`config.mk`:
```
export PLATFORM = sky130hd
export DESIGN_NAME = controller
export DESIGN_NICKNAME = d
export VERILOG_FILES = /design/src/rtl/controller.sv
export SDC_FILE = /design/constraint.sdc
export NUM_CORES = 1
export LEC_CHECK = 0
export CORE_MARGIN = 8
export CORE_UTILIZATION = 26
export DETAILED_ROUTE_END_ITERATION = 10
export GPL_TIMING_DRIVEN = 1
export PLACE_DENSITY_LB_ADDON = 0.08
export SLEW_MARGIN = 20
export SYNTH_ARGS = -nofsm -noshare
export SYNTH_HDL_FRONTEND = slang
export SYNTH_SLANG_ARGS = --single-unit
export TNS_END_PERCENT = 10
```
`constraint.sdc`:
```
create_clock -name clk -period 2 [get_ports clk]
set_input_delay 0.3 -clock clk [delete_from_list [all_inputs] [get_ports clk]]
set_output_delay 0.3 -clock clk [all_outputs]
set_load 0.02 [all_outputs]
```
`src/rtl/controller.sv`:
```
// Multicycle CPU control FSM: sequences FETCH/DECODE and per-opcode phases (2-5 clocks per instruction).
// Outputs are combinational from the current state (plus zero/cz), forced low while reset is held; no backpressure.
module controller (
    input  logic       clk,
    input  logic       reset,
    input  logic [3:0] op,
    input  logic [1:0] cz,
    input  logic       zero,
    output logic       pcen,
    output logic       memwrite,
    output logic       irwrite,
    output logic       regwrite,
    output logic       alusrca,
    output logic       iord,
    output logic       memtoreg,
    output logic       regdst,
    output logic [1:0] alusrcb,
    output logic [1:0] pcsrc,
    output logic [2:0] alucontrol
);

    localparam logic [3:0] OP_ADD  = 4'b0000;
    localparam logic [3:0] OP_NAND = 4'b0010;
    localparam logic [3:0] OP_LW   = 4'b0100;
    localparam logic [3:0] OP_SW   = 4'b0101;
    localparam logic [3:0] OP_BEQ  = 4'b0110;
    localparam logic [3:0] OP_JAL  = 4'b0111;

    localparam logic [2:0] ALU_ADD  = 3'b000;
    localparam logic [2:0] ALU_NAND = 3'b001;
    localparam logic [2:0] ALU_SUB  = 3'b010;

    typedef enum logic [3:0] {
        S_FETCH, S_DECODE, S_MEMADR, S_MEMRD, S_MEMWB,
        S_MEMWR, S_EXECUTE, S_ALUWB, S_BRANCH, S_JAL
    } state_t;

    typedef struct packed {
        logic       pcen;
        logic       memwrite;
        logic       irwrite;
        logic       regwrite;
        logic       alusrca;
        logic       iord;
        logic       memtoreg;
        logic       regdst;
        logic [1:0] alusrcb;
        logic [1:0] pcsrc;
        logic [2:0] alucontrol;
    } ctl_t;

    state_t state_q, state_d;
    ctl_t   dec;
    ctl_t   ctl;

    always_comb begin
        state_d = S_FETCH;
        case (state_q)
            S_FETCH:  state_d = S_DECODE;
            S_DECODE: begin
                case (op)
                    OP_LW, OP_SW:    state_d = S_MEMADR;
                    OP_ADD, OP_NAND: state_d = S_EXECUTE;
                    OP_BEQ:          state_d = S_BRANCH;
                    OP_JAL:          state_d = S_JAL;
                    default:         state_d = S_FETCH;
                endcase
            end
            // op is re-sampled here; anything but LW/SW abandons the access
            S_MEMADR: begin
                if (op == OP_LW)      state_d = S_MEMRD;
                else if (op == OP_SW) state_d = S_MEMWR;
                else                  state_d = S_FETCH;
            end
            S_MEMRD:   state_d = S_MEMWB;
            S_EXECUTE: state_d = S_ALUWB;
            default:   state_d = S_FETCH;
        endcase
    end

    always_ff @(posedge clk or negedge reset) begin
        if (!reset) state_q <= S_FETCH;
        else        state_q <= state_d;
    end

    always_comb begin
        dec = '0;
        case (state_q)
            S_FETCH: begin
                dec.irwrite = 1'b1;
                dec.pcen    = 1'b1;
                dec.alusrcb = 2'b01;
            end
            S_DECODE: begin
                dec.alusrcb = 2'b10;
            end
            S_MEMADR: begin
                dec.alusrca = 1'b1;
                dec.alusrcb = 2'b10;
            end
            S_MEMRD: begin
                dec.iord = 1'b1;
            end
            S_MEMWB: begin
                dec.regwrite = 1'b1;
                dec.memtoreg = 1'b1;
            end
            S_MEMWR: begin
                dec.iord     = 1'b1;
                dec.memwrite = 1'b1;
            end
            S_EXECUTE: begin
                dec.alusrca    = 1'b1;
                dec.alucontrol = (op == OP_NAND) ? ALU_NAND : ALU_ADD;
            end
            S_ALUWB: begin
                dec.regdst   = 1'b1;
                dec.regwrite = (cz == 2'b01) ? zero : 1'b1;
            end
            S_BRANCH: begin
                dec.alusrca    = 1'b1;
                dec.alucontrol = ALU_SUB;
                dec.pcsrc      = 2'b01;
                dec.pcen       = zero;
            end
            S_JAL: begin
                dec.pcsrc    = 2'b10;
                dec.pcen     = 1'b1;
                dec.regwrite = 1'b1;
            end
            default: dec = '0;
        endcase
    end

    // Holding reset low must silence every enable, including the FETCH ones
    assign ctl = reset ? dec : '0;

    assign pcen       = ctl.pcen;
    assign memwrite   = ctl.memwrite;
    assign irwrite    = ctl.irwrite;
    assign regwrite   = ctl.regwrite;
    assign alusrca    = ctl.alusrca;
    assign iord       = ctl.iord;
    assign memtoreg   = ctl.memtoreg;
    assign regdst     = ctl.regdst;
    assign alusrcb    = ctl.alusrcb;
    assign pcsrc      = ctl.pcsrc;
    assign alucontrol = ctl.alucontrol;

endmodule

```
==> results of run 1 <==
-- power by group through the flow --
stage	sequential, mW	combinational [mW]	clock, mW
2_1_floorplan	0.109	0.327	0
3_3_place_gp	0.138	0.496	0
3_5_place_dp	0.139	0.489	0
4_1_cts	0.138	0.458	0.101
5_1_grt	0.144	0.505	0.108
6_report	0.140	0.459	0.0961
-- per-stage QoR --
step | setup TNS (ns) | std cells | power, mW | worst slack (ns) | area (um^2)
floorplan | 0 | 63 | 0.435 | 0.297 | 490
global placement | -1.62 | 117 | 0.634 | -0.148 | 807
detailed placement | -1.59 | 117 | 0.627 | -0.163 | 807
CTS | 0 | 120 | 0.697 | 0.0633 | 812
global route | 0 | 120 | 0.757 | 0.00657 | 816
finish | 0 | 120 | 0.695 | 0.0940 | 816
-- cell families (layout without fill, tap and decap cells) --
family / Yosys count / in the layout / share of synthesized area [%]
buf+inv: 8 / 40 / 9.69
simple gates: 39 / 39 / 50.0
compound gates: 7 / 7 / 10.2
mux: 2 / 2 / 5.36
flops: 4 / 4 / 20.4
other cells: 1 / 1 / 0.765
xor+xnor: 2 / 2 / 3.57
-- metal layers --
metal  vias up  global-route usage, %
met5         -                      0
met4         0                   6.14
met3         2                   2.17
met2        14                   14.0
met1       265                   10.6
li1        296                      -
-- critical path: cells and delay by family (launching register included) --
family,cells,cell delay (ns)
buf+inv,1,0.35
flops,1,0.46
mux,1,0.27
simple gates,2,0.30
-- final timing paths --
kind / end / slack [ns] / from
max in group asynchronous: state_q[1] / 1.26 / reset
min: state_q[2] / 0.64 / reset
max reg2reg: state_q[1] / 0.56 / state_q[0]
min in group clk: state_q[3] / 0.69 / state_q[2]
min reg2reg: state_q[3] / 0.69 / state_q[2]
max: alusrca / 0.09 / state_q[3]
-- repair_timing --
action,4_1_cts,5_1_grt
cloned,0,0
endpoints found under the setup margin,14,2
gates resized for setup,14,3
-- Yosys cell counts --
cell,number,area [um^2]
a2111oi_0,1,8.76
a211oi_1,1,7.51
a21oi_1,2,10.0
a221o_1,1,10.0
and4_1,1,8.76
and4b_1,1,10.0
buf_2,5,25.0
buf_4,1,7.51
buf_6,1,11.3
clkbuf_1,1,3.75
conb_1,1,3.75
dfrtp_1,4,100
mux2_2,1,11.3
mux2_4,1,15.0
nand2_1,2,7.51
nand2b_1,3,18.8
nand2b_4,1,13.8
nand3_1,2,10.0
nand3b_1,2,15.0
nor2_1,5,18.8
nor2b_1,2,12.5
nor3_1,9,45.0
nor3b_1,3,22.5
nor3b_2,1,12.5
nor4_1,4,25.0
nor4b_1,2,17.5
o21ai_0,1,5.00
o31a_1,1,8.76
or4_1,1,7.51
xnor2_1,1,8.76
xor2_1,1,8.76
-- area by class of cell --
type	instances	share of cell area [%]
multi-input cells	51	42.0
repair buffers	37	39.1
well taps	25	3.83
flip-flops and latches	4	12.3
clock buffers	3	2.76
==> run summary, run 1 <==
status - finished, final reports clean
First DRT Iteration DRCs - 15
reg2reg path depth - 4
IO Port Bufs - 22
Crit path arrival time - 1.61 ns
Initial Utilization - 28.1%
Cell Pwr Density - 851 nW/um^2
share of post-route cells with drive strength above 1 - 23.2%
Synthesized Nets - 72
largest net degree at the start of global routing - 17
Final Util - 46.7%
commonest non-fill, non-tap cell in the layout - buf_4
die area - 3530 um^2
Seq. cell area - 100 um^2
proportion of power drawn by combinational gates - 66.0%
Clock Skew - 0.000437 ns
nets@finish - 106
Ys Warns - 0
htree depth - 1
Critical Path Fanout Max - 8
switching power - 308 uW
final hold slack - 0.638 ns
WP data required - 1.70 ns
Cell Rows - 15
Multi-input gate area - 343 um^2
vias per cell - 4.81
DR pass1 iterations - 2
wire per inst - 12.4 um
Setup crit start kind - register
Seq/Total Area, Yosys - 20.4%
DP HPWL - 1170 um
GRT overflow - 0
met3 WL - 56 um
Internal Pwr Total - 387 uW
# hold bufs at CTS - 0
Worst Setup End Kind - output port
# IOs - 24
CTS buffer count - 3
# fillers - 177
Max Cap Viol - 0
P&R area growth vs syn - 66.3%
RePlAce Congestion - 0.770
post-route ant nets - 0
Routed WL - 1490 um
Clock Path Buffers - 2
Reg power frac - 20.1%
maximum clock frequency - 525 MHz
clock share of power - 13.8%
DRC Markers - 0
max reg flops - 4
Gate Count Post-Synth - 63
wl on met1 - 715 um
CTS tree - built
met2 routed WL - 693 um
Largest Register - state_q
Crit-path slowest cell - dfrtp_1
min-delay worst type - primary input to asynchronous set/reset pin
Root Driver - clkbuf_4
crit-path max cell delay - 0.46 ns
final setup fails - 0
post-synthesis area per instance - 7.79 um^2
die height - 59.4 um
unrepaired setup endpoints after global routing - no
vias in the first global route - 556
final period utilization - 95.3%
Die W - 59.4 um
gr usage total - 9.04%
Cell variety after synth - 31
worst skew pair latency - 0.23 ns
switching share of power - 44.3%
total number of vias - 577
Worst VDD drop - 0.000374 V
fin crit period - 1.91 ns
top flop regs - state_q: 4 flops
critical path type - register to output port
Hold Vio Cnt, Final - 0
n_diodes - 0
CP cell instances - nand2b_1 > mux2_2 > nor3b_1 > dlygate4sd1_1
Max Slew Vio Count - 0
Clock Pin Slew Worst Setup and Hold Paths - 0.04 ns
Mapped Area - 490 um^2
initial antenna violation count - 0
Post-CTS Setup Inserts - 0
first-pass GRT wire length - 2530 um
Leak - 0.384 nW
Seq cells post-synth - 4
CORE AREA - 1750 um^2
highest routed layer - met4
most frequent cells in the layout - buf_4 (14), dlygate4sd2_1 (13), nor3_1 (9)
clk sink count - 4
No activity file was read; power rests on OpenSTA's default activity.
==> run 2: changes to the inputs <==
- CTS_CLUSTER_SIZE: unset -> 14
==> results of run 2 <==
Final layout, timing and power as in run 1 (identical DEF).
